===== src/rtl/dac_stream_pkg.sv =====
// Shared types and helpers for the multi-channel DAC interpolation stream.
// Latency: n/a (types and constant functions only).
// Backpressure: n/a.
package dac_stream_pkg;

    // Stream controller states: wait for FIFO level, load second sample, stream out.
    typedef enum logic [1:0] {
        ST_FILL,
        ST_PRIME,
        ST_RUN
    } state_t;

    // Mid-scale code of an unsigned offset-binary sample of the given width.
    function automatic logic [31:0] midscale(input int unsigned width);
        return 32'd1 << (width - 1);
    endfunction

    // LSB position of channel 'ch' inside a packed multi-channel word.
    function automatic int unsigned ch_lsb(input int unsigned ch, input int unsigned width);
        return ch * width;
    endfunction

endpackage


===== src/rtl/sync_fifo_fwft.sv =====
// Single-clock first-word-fall-through FIFO; rd_data shows the head entry combinationally.
// Latency: a written word is visible on rd_data the cycle after the write.
// Backpressure: none upstream; a write while full without a same-cycle pop is dropped and flagged on wr_drop.
module sync_fifo_fwft #(
    parameter int WIDTH = 28,
    parameter int DEPTH = 64
) (
    input  logic                       clk,
    input  logic                       rst,
    input  logic                       wr_en,
    input  logic [WIDTH-1:0]           wr_data,
    input  logic                       rd_en,
    output logic [WIDTH-1:0]           rd_data,
    output logic                       full,
    output logic                       empty,
    output logic [$clog2(DEPTH+1)-1:0] count,
    output logic                       wr_drop
);
    localparam int AW = $clog2(DEPTH);
    localparam int CW = $clog2(DEPTH + 1);

    logic [WIDTH-1:0] mem_q [DEPTH];
    logic [AW-1:0]    wr_ptr_q;
    logic [AW-1:0]    rd_ptr_q;
    logic [CW-1:0]    count_q;
    logic             do_pop;
    logic             do_push;

    assign full    = (count_q == CW'(DEPTH));
    assign empty   = (count_q == '0);
    assign count   = count_q;
    assign rd_data = mem_q[rd_ptr_q];

    // A pop frees a slot in the same cycle, so a write to a full FIFO is accepted alongside it.
    assign do_pop  = rd_en && !empty;
    assign do_push = wr_en && (!full || do_pop);
    assign wr_drop = wr_en && !do_push;

    // Storage array; no reset needed because pointers define which entries are live.
    always_ff @(posedge clk) begin
        if (do_push) begin
            mem_q[wr_ptr_q] <= wr_data;
        end
    end

    // Pointers wrap naturally since DEPTH is a power of two; reset flushes the contents.
    always_ff @(posedge clk or posedge rst) begin
        if (rst) begin
            wr_ptr_q <= '0;
            rd_ptr_q <= '0;
            count_q  <= '0;
        end else begin
            if (do_push) begin
                wr_ptr_q <= wr_ptr_q + AW'(1);
            end
            if (do_pop) begin
                rd_ptr_q <= rd_ptr_q + AW'(1);
            end
            case ({do_push, do_pop})
                2'b10:   count_q <= count_q + CW'(1);
                2'b01:   count_q <= count_q - CW'(1);
                default: count_q <= count_q;
            endcase
        end
    end

endmodule


===== src/rtl/dac_interp_stream.sv =====
// Buffers packed DAC samples and upsamples each channel by 2^INTERP_SHIFT (hold or linear).
// Latency: dac_data registered one cycle after the computing RUN cycle; first valid 3 cycles after FILL exit.
// Backpressure: none; writes to a full FIFO are dropped (overflow), running dry drops to FILL (underrun).
module dac_interp_stream
    import dac_stream_pkg::*;
#(
    parameter int DATAWIDTH    = 14,
    parameter int NUM_CH       = 2,
    parameter int FIFO_DEPTH   = 64,
    parameter int INTERP_SHIFT = 2,
    parameter int START_LEVEL  = 32
) (
    input  logic                            clk,
    input  logic                            rst,
    input  logic                            en,
    input  logic                            mode,
    input  logic                            clr_flags,
    input  logic                            wr_en,
    input  logic [NUM_CH*DATAWIDTH-1:0]     wr_data,
    output logic                            fifo_full,
    output logic                            fifo_empty,
    output logic [$clog2(FIFO_DEPTH+1)-1:0] fifo_count,
    output logic [NUM_CH*DATAWIDTH-1:0]     dac_data,
    output logic                            dac_valid,
    output logic                            overflow,
    output logic                            underrun
);
    localparam int W   = NUM_CH * DATAWIDTH;
    localparam int CW  = $clog2(FIFO_DEPTH + 1);
    localparam int PW  = (INTERP_SHIFT == 0) ? 1 : INTERP_SHIFT;
    localparam int PRW = DATAWIDTH + PW + 2;

    localparam logic [PW-1:0]        LAST_PHASE = PW'((1 << INTERP_SHIFT) - 1);
    localparam logic [DATAWIDTH-1:0] MID        = DATAWIDTH'(midscale(DATAWIDTH));
    localparam logic [W-1:0]         MID_ALL    = {NUM_CH{MID}};
    localparam logic [CW-1:0]        START_CNT  = CW'(START_LEVEL);

    state_t        state_q, state_d;
    logic [PW-1:0] phase_q, phase_d;
    logic [W-1:0]  cur_q, cur_d;
    logic [W-1:0]  nxt_q, nxt_d;
    logic [W-1:0]  dac_data_q, dac_data_d;
    logic          dac_valid_q, dac_valid_d;
    logic          overflow_q, underrun_q;
    logic          underrun_evt;
    logic          pop;
    logic          wr_drop;
    logic [W-1:0]  rd_data;
    logic [W-1:0]  y_lin;

    sync_fifo_fwft #(
        .WIDTH (W),
        .DEPTH (FIFO_DEPTH)
    ) u_fifo (
        .clk     (clk),
        .rst     (rst),
        .wr_en   (wr_en),
        .wr_data (wr_data),
        .rd_en   (pop),
        .rd_data (rd_data),
        .full    (fifo_full),
        .empty   (fifo_empty),
        .count   (fifo_count),
        .wr_drop (wr_drop)
    );

    // Per channel: y = cur + floor((nxt - cur) * phase / 2^SHIFT); stays between cur and nxt.
    for (genvar g = 0; g < NUM_CH; g++) begin : g_ch
        localparam int LSB = int'(ch_lsb(g, DATAWIDTH));
        logic        [DATAWIDTH-1:0] c_s;
        logic        [DATAWIDTH-1:0] n_s;
        logic signed [DATAWIDTH:0]   diff;
        logic signed [PRW-1:0]       prod;
        logic signed [PRW-1:0]       step;

        assign c_s  = cur_q[LSB +: DATAWIDTH];
        assign n_s  = nxt_q[LSB +: DATAWIDTH];
        assign diff = $signed({1'b0, n_s}) - $signed({1'b0, c_s});
        assign prod = PRW'(diff) * PRW'($signed({1'b0, phase_q}));
        assign step = prod >>> INTERP_SHIFT;
        assign y_lin[LSB +: DATAWIDTH] = DATAWIDTH'({{(PRW - DATAWIDTH){1'b0}}, c_s} + step);
    end

    // Next-state, sample pipeline and output selection.
    always_comb begin
        state_d      = state_q;
        phase_d      = phase_q;
        cur_d        = cur_q;
        nxt_d        = nxt_q;
        dac_data_d   = MID_ALL;
        dac_valid_d  = 1'b0;
        pop          = 1'b0;
        underrun_evt = 1'b0;
        case (state_q)
            ST_FILL: begin
                if (en && (fifo_count >= START_CNT)) begin
                    pop     = 1'b1;
                    cur_d   = rd_data;
                    state_d = ST_PRIME;
                end
            end
            ST_PRIME: begin
                // START_LEVEL >= 2 guarantees a second word is present here.
                if (!en) begin
                    state_d = ST_FILL;
                end else begin
                    pop     = 1'b1;
                    nxt_d   = rd_data;
                    phase_d = '0;
                    state_d = ST_RUN;
                end
            end
            ST_RUN: begin
                if (!en) begin
                    state_d = ST_FILL;
                end else begin
                    dac_valid_d = 1'b1;
                    dac_data_d  = mode ? y_lin : cur_q;
                    if (phase_q == LAST_PHASE) begin
                        phase_d = '0;
                        if (!fifo_empty) begin
                            pop   = 1'b1;
                            cur_d = nxt_q;
                            nxt_d = rd_data;
                        end else begin
                            underrun_evt = 1'b1;
                            state_d      = ST_FILL;
                        end
                    end else begin
                        phase_d = phase_q + PW'(1);
                    end
                end
            end
            default: state_d = ST_FILL;
        endcase
    end

    // State, sample registers and registered DAC outputs.
    always_ff @(posedge clk or posedge rst) begin
        if (rst) begin
            state_q     <= ST_FILL;
            phase_q     <= '0;
            cur_q       <= '0;
            nxt_q       <= '0;
            dac_data_q  <= MID_ALL;
            dac_valid_q <= 1'b0;
        end else begin
            state_q     <= state_d;
            phase_q     <= phase_d;
            cur_q       <= cur_d;
            nxt_q       <= nxt_d;
            dac_data_q  <= dac_data_d;
            dac_valid_q <= dac_valid_d;
        end
    end

    // Sticky error flags; a new error in the same cycle as clr_flags wins.
    always_ff @(posedge clk or posedge rst) begin
        if (rst) begin
            overflow_q <= 1'b0;
            underrun_q <= 1'b0;
        end else begin
            if (wr_drop) begin
                overflow_q <= 1'b1;
            end else if (clr_flags) begin
                overflow_q <= 1'b0;
            end
            if (underrun_evt) begin
                underrun_q <= 1'b1;
            end else if (clr_flags) begin
                underrun_q <= 1'b0;
            end
        end
    end

    assign dac_data  = dac_data_q;
    assign dac_valid = dac_valid_q;
    assign overflow  = overflow_q;
    assign underrun  = underrun_q;

endmodule


===== config.mk =====
export PLATFORM = sky130hd
export DESIGN_NAME = dac_interp_stream
export DESIGN_NICKNAME = d
export VERILOG_FILES = /design/src/rtl/dac_stream_pkg.sv /design/src/rtl/sync_fifo_fwft.sv /design/src/rtl/dac_interp_stream.sv
export SDC_FILE = /design/constraint.sdc
export NUM_CORES = 2
export LEC_CHECK = 0
export ABC_AREA = 0
export ABC_CLOCK_PERIOD_IN_PS = 8100
export BUFFER_PORTS_ARGS = -buffer_cell sky130_fd_sc_hd__buf_2
export CORE_MARGIN = 1.5
export CORE_UTILIZATION = 25
export CTS_CLUSTER_DIAMETER = 200
export DETAILED_ROUTE_END_ITERATION = 8
export GPL_TIMING_DRIVEN = 0
export PLACE_DENSITY_LB_ADDON = 0.25
export SYNTH_ARGS = -nofsm -noshare
export SYNTH_HDL_FRONTEND = slang
export SYNTH_SLANG_ARGS = --single-unit
export TNS_END_PERCENT = 20

===== constraint.sdc =====
create_clock -name clk -period 8.1 [get_ports clk]
set_input_delay 0.81 -clock clk [delete_from_list [all_inputs] [get_ports clk]]
set_output_delay 0.81 -clock clk [all_outputs]
set_load 0.005 [all_outputs]

==> impl_table.tex <==
\begin{tabular}{lr}
\hline
Metric & Value \\
\hline
\multicolumn{2}{l}{\textbf{Outcome}} \\
\quad Status & finished, final reports clean \\
\multicolumn{2}{l}{\textbf{Cells and area}} \\
\quad Area taken by multi-input logic gates & between 15000 and 20000 um\^{}2 \\
\quad Fin nets & just over 4k \\
\quad Layout filler cell count & 29.8k \\
\quad Finished Core Util & just under 30\% \\
\quad Number of non-filler instances in the completed layout & around 8.2k \\
\quad Fraction of layout cells with a size suffix above 1 & between 20\% and 30\% \\
\quad Area growth from synthesis to final layout & 17.6\% \\
\quad Sequential standard cell area & approximately 57000 um\^{}2 \\
\multicolumn{2}{l}{\textbf{Critical path}} \\
\quad Buffers \& Inverters on Critical Path & 1 \\
\quad Worst stage delay on the critical path & 0.52 ns \\
\quad Crit path launch & cur\_q[15]\$\_DFFE\_PP0P\_ \\
\quad Cell count of the worst reg-to-reg path & 26 \\
\quad Kind of critical path & reg2reg \\
\quad Kind of cell adding the most delay to the critical path & compound AO/OA/AOI/OAI gates \\
\quad Element type at the critical path start & flip-flop \\
\quad Endpoint of the worst register-to-register path & dac\_data[27]\$\_DFF\_PP1\_ \\
\quad Max Fanout on Critical Path & 5 \\
\quad Slowest stage cell on the critical path & sky130\_fd\_sc\_hd\_\_dfrtp\_1 \\
\quad Arr. time, crit path & slightly below 7 ns \\
\quad Cell type with the highest occurrence count on the critical path & sky130\_fd\_sc\_hd\_\_ha\_1 \\
\quad Internal reg-to-reg setup slack & 1.94 ns \\
\quad Required time of the worst setup path & 8.81 ns \\
\quad Kind of capture point of the worst setup path & flip-flop \\
\quad Crit Reg-Reg Startpoint & cur\_q[15]\$\_DFFE\_PP0P\_ \\
\multicolumn{2}{l}{\textbf{Synthesis}} \\
\quad Post-synthesis sequential element count & roughly 1.9k \\
\quad Synthesized area per cell & roughly 21 um\^{}2 \\
\quad Share of synthesized area occupied by flip-flops and latches & 73.5\% \\
\quad Count of distinct cell types in the synthesized netlist & 61 \\
\quad Number of enable flip-flop cells after synthesis & approximately 1.8k \\
\quad Net count after synthesis & about 3.8k \\
\quad Synthesized cell area & approximately 77000 um\^{}2 \\
\quad Top flip-flop cell by instance count after synthesis & sky130\_fd\_sc\_hd\_\_edfxtp\_1 \\
\quad Cells after Synth & 3627 \\
\quad Yosys warning total & 0 \\
\quad Async set-reset flop share out of synthesis & roughly 5.8\% \\
\multicolumn{2}{l}{\textbf{Floorplan}} \\
\quad Total number of placement rows & around 200 \\
\quad Die boundary height & between 500 and 600 um \\
\quad Core Footprint & around 310000 um\^{}2 \\
\quad I/O pin cnt & between 70 and 80 \\
\quad Starting Density & around 25\% \\
\quad Die Footprint & approximately 310000 um\^{}2 \\
\quad DIE WIDTH & $\sim$560 um \\
\multicolumn{2}{l}{\textbf{Global route}} \\
\quad Total congestion overflow after global routing & 0 \\
\quad Number of global-route vias before repair & between 30k and 40k \\
\quad Maximum number of pins on one net before global-route repair & 85 \\
\quad Number of antenna violations at the first check in global routing & 38 \\
\quad Aggregate global-route resource usage & between 10\% and 20\% \\
\quad Wire length of the first global-routing pass & a little over 300000 um \\
\quad Met2 capacity usage during global routing & a little under a quarter \\
\quad Global Route met1 Usage & 18.7\% \\
\quad Met3 demand-to-capacity share in global routing & approximately 3.5\% \\
\quad Global routing's busiest layer & met2 \\
\multicolumn{2}{l}{\textbf{Pwr}} \\
\quad Internal cell power & around 23 mW \\
\quad Part of the total power dissipated in sequential elements & between 30\% and 40\% \\
\quad Combinational group share of total power & a little over two fifths \\
\quad Reported leakage power & 28.5 nW \\
\quad Switching power & about 13 mW \\
\quad Worst supply voltage drop on vdd & around 0.00028 V \\
\quad Power per unit of standard cell area & between 300 and 400 nW/um\^{}2 \\
\quad Share of total power in the clock network & a little under a quarter \\
\quad Switching portion of total power & a little over a third \\
\multicolumn{2}{l}{\textbf{Drt}} \\
\quad Detailed-router iteration count before antenna repair & 5 \\
\quad Detail Route Antenna Nets & 0 \\
\quad WL/cell & about 27 um \\
\quad First-iteration detailed-routing DRC count & 4103 \\
\quad Via-to-Cell Ratio & between 4 and 5 \\
\quad Vias post-DR & around 37k \\
\quad Final routed wirelength across all metal layers & about 220000 um \\
\quad DRC viols & 0 \\
\multicolumn{2}{l}{\textbf{Min path}} \\
\quad Hold wc startpoint & clr\_flags \\
\quad Hold/Removal Path Class & in2reg \\
\quad Number of cells on the worst hold path & 3 \\
\quad Hold EP & overflow\$\_DFFE\_PP0P\_ \\
\multicolumn{2}{l}{\textbf{Timing}} \\
\quad Final setup vio count & 0 \\
\quad Timing-limited maximum frequency & 0.162 GHz \\
\quad Total negative slack for setup checks & 0 ns \\
\quad Hold slack final & between 0.2 and 0.3 ns \\
\quad Slew at the pin closest to its max-slew limit & between 1 and 1.5 ns \\
\quad Final-report max-slew violation count & 0 \\
\quad Ratio of final minimum period to clock period & roughly 76\% \\
\quad Final critical-path required period & just over 6 ns \\
\quad Worst relative slew slack & 1.86\% \\
\quad Clock Skews & between 0.1 and 0.15 ns \\
\quad Final-report hold violation count & 0 \\
\quad Setup repair after global routing missed its margin & false \\
\multicolumn{2}{l}{\textbf{CTS}} \\
\quad CTS tree & yes \\
\quad Clk\_lat worst skew & 0.90 ns \\
\quad Count of clock tree sinks & $\sim$1.9k \\
\quad Hold\_buf cts & 1 \\
\quad Number of H-tree levels & 4 \\
\quad Number of gates given a new drive strength after cts & 0 \\
\quad Buffers inserted during post-CTS setup optimization & 0 \\
\quad Clock buffer count from CTS & around 200 \\
\quad Root Buffer & sky130\_fd\_sc\_hd\_\_clkbuf\_16 \\
\quad Buffer depth of the longest clock path & 4 \\
\quad Clk slew on worst S/H paths & approximately 0.06 ns \\
\multicolumn{2}{l}{\textbf{Place}} \\
\quad Gpl congestion & between 0.7 and 0.8 \\
\quad Port Buffer Count & just over 70 \\
\quad Detailed Place HPWL & between 100000 and 150000 um \\
\quad Cell total after placement & between 7k and 8k \\
\multicolumn{2}{l}{\textbf{Run}} \\
\quad Max Cap Violations & 0 \\
\hline
\end{tabular}
## cells in the final DEF (no fill, tap or decap), types with 34 or more instances in the layout
cell type / synthesis / final
sky130_fd_sc_hd__ha_1: 114 / 114
sky130_fd_sc_hd__buf_12: 0 / 37
sky130_fd_sc_hd__buf_2: 33 / 90
sky130_fd_sc_hd__xnor2_1: 56 / 56
sky130_fd_sc_hd__clkbuf_16: 0 / 203
sky130_fd_sc_hd__and2_1: 39 / 39
sky130_fd_sc_hd__inv_1: 66 / 65
sky130_fd_sc_hd__nor2_4: 0 / 62
sky130_fd_sc_hd__a31oi_1: 34 / 34
sky130_fd_sc_hd__edfxtp_1: 1792 / 1792
sky130_fd_sc_hd__dfrtp_1: 108 / 108
sky130_fd_sc_hd__clkbuf_1: 96 / 154
sky130_fd_sc_hd__nor2_1: 178 / 116
sky130_fd_sc_hd__o21ai_0: 36 / 36
sky130_fd_sc_hd__clkinv_1: 0 / 49
sky130_fd_sc_hd__nand2_1: 107 / 107
sky130_fd_sc_hd__mux4_2: 588 / 588
sky130_fd_sc_hd__a21oi_1: 49 / 49
## worst max-delay path by stage
stage / end / cells past startpoint
after floorplan: dac_data[27]$_DFF_PP1_ / 23
after global placement: u_fifo.mem_q[47][2]$_DFFE_PP_ / 10
after detailed placement: dac_data[27]$_DFF_PP1_ / 26
after CTS: dac_data[27]$_DFF_PP1_ / 26
after global routing: dac_data[27]$_DFF_PP1_ / 26
final: dac_data[27]$_DFF_PP1_ / 26
## Yosys cell counts, types with 8 or more instances
| library cell | n | area share [%] |
|---|---|---|
| sky130_fd_sc_hd__a21boi_1 | 8 | 0.078 |
| sky130_fd_sc_hd__a21o_1 | 15 | 0.15 |
| sky130_fd_sc_hd__a21oi_1 | 49 | 0.32 |
| sky130_fd_sc_hd__a31oi_1 | 34 | 0.28 |
| sky130_fd_sc_hd__and2_1 | 39 | 0.32 |
| sky130_fd_sc_hd__buf_1 | 28 | 0.14 |
| sky130_fd_sc_hd__buf_2 | 33 | 0.21 |
| sky130_fd_sc_hd__buf_4 | 11 | 0.11 |
| sky130_fd_sc_hd__clkbuf_1 | 96 | 0.47 |
| sky130_fd_sc_hd__dfrtp_1 | 108 | 3.5 |
| sky130_fd_sc_hd__edfxtp_1 | 1792 | 70 |
| sky130_fd_sc_hd__ha_1 | 114 | 1.9 |
| sky130_fd_sc_hd__inv_1 | 66 | 0.32 |
| sky130_fd_sc_hd__mux2_2 | 30 | 0.44 |
| sky130_fd_sc_hd__mux2i_1 | 23 | 0.30 |
| sky130_fd_sc_hd__mux4_2 | 588 | 17 |
| sky130_fd_sc_hd__nand2_1 | 107 | 0.52 |
| sky130_fd_sc_hd__nand2b_1 | 12 | 0.098 |
| sky130_fd_sc_hd__nand3_1 | 18 | 0.12 |
| sky130_fd_sc_hd__nand3b_1 | 12 | 0.12 |
| sky130_fd_sc_hd__nor2_1 | 178 | 0.87 |
| sky130_fd_sc_hd__nor2b_1 | 24 | 0.20 |
| sky130_fd_sc_hd__nor3_1 | 22 | 0.14 |
| sky130_fd_sc_hd__o21a_1 | 14 | 0.14 |
| sky130_fd_sc_hd__o21ai_0 | 36 | 0.23 |
| sky130_fd_sc_hd__xnor2_1 | 56 | 0.64 |
| sky130_fd_sc_hd__xor2_1 | 11 | 0.13 |
## worst min-delay path: cells and delay by family
kind                   cells  cell delay [ns]
AO/OA/AOI/OAI              1             0.12
buffers and inverters      2             0.11
## cell type report
class                   instances  share of cell area (%)
clock inverters                80                   0.630
plain buffers                 171                   0.829
flip-flops and latches       1902                    62.5
diodes                         13                  0.0359
inverters                      67                   0.283
clock buffers                 265                    5.88
repair buffers                147                    2.24
multi-input cells            1487                    22.0
well taps                    4100                    5.67
## registers in the layout, indices dropped and copies added (netlist names)
signal and count:
u_fifo.wr_ptr_q 6, nxt_q 28, u_fifo.rd_ptr_q 6, state_q 2, u_fifo.mem_q 1792, u_fifo.count 7
phase_q 2, dac_data 28, dac_valid 1, cur_q 28, overflow 1, underrun 1
## per-stage QoR
stage	total power [mW]	setup WS, ns	cell area, um^2
2_1_floorplan	22.3	2.80	77000
3_3_place_gp	27.6	-0.0723	82500
3_5_place_dp	27.8	1.88	84600
4_1_cts	36.5	1.88	90500
5_1_grt	38.1	1.33	90500
6_report	36.0	1.94	90500
## cells by family after synthesis
family                     after synthesis  share of synthesized area [%]
AOI/OAI and AO/OA                      215                           1.81
adders and majority gates              121                           2.04
and+or+nand+nor                        441                           2.64
DFF                                   1902                           73.5
buffers and inverters                  238                           1.30
muxes                                  643                           18.0
xor gates and xnor gates                67                          0.762
## metal layers
layer  up-vias  wire [um]
met5         -         65
met4        10       6410
met3       297      16400
met2      1049     103000
met1     20170      93900
li1      15824          -
## power by group through the flow
stage          clock network, mW  registers (mW)  logic [mW]
2_1_floorplan                  0            11.7        10.5
3_3_place_gp                   0            11.9        15.7
3_5_place_dp                   0            11.9        15.9
4_1_cts                     8.79            11.7        16.0
5_1_grt                     9.13            11.7        17.2
6_report                    8.59            11.7        15.8
Power figures use the tool's default switching activity.
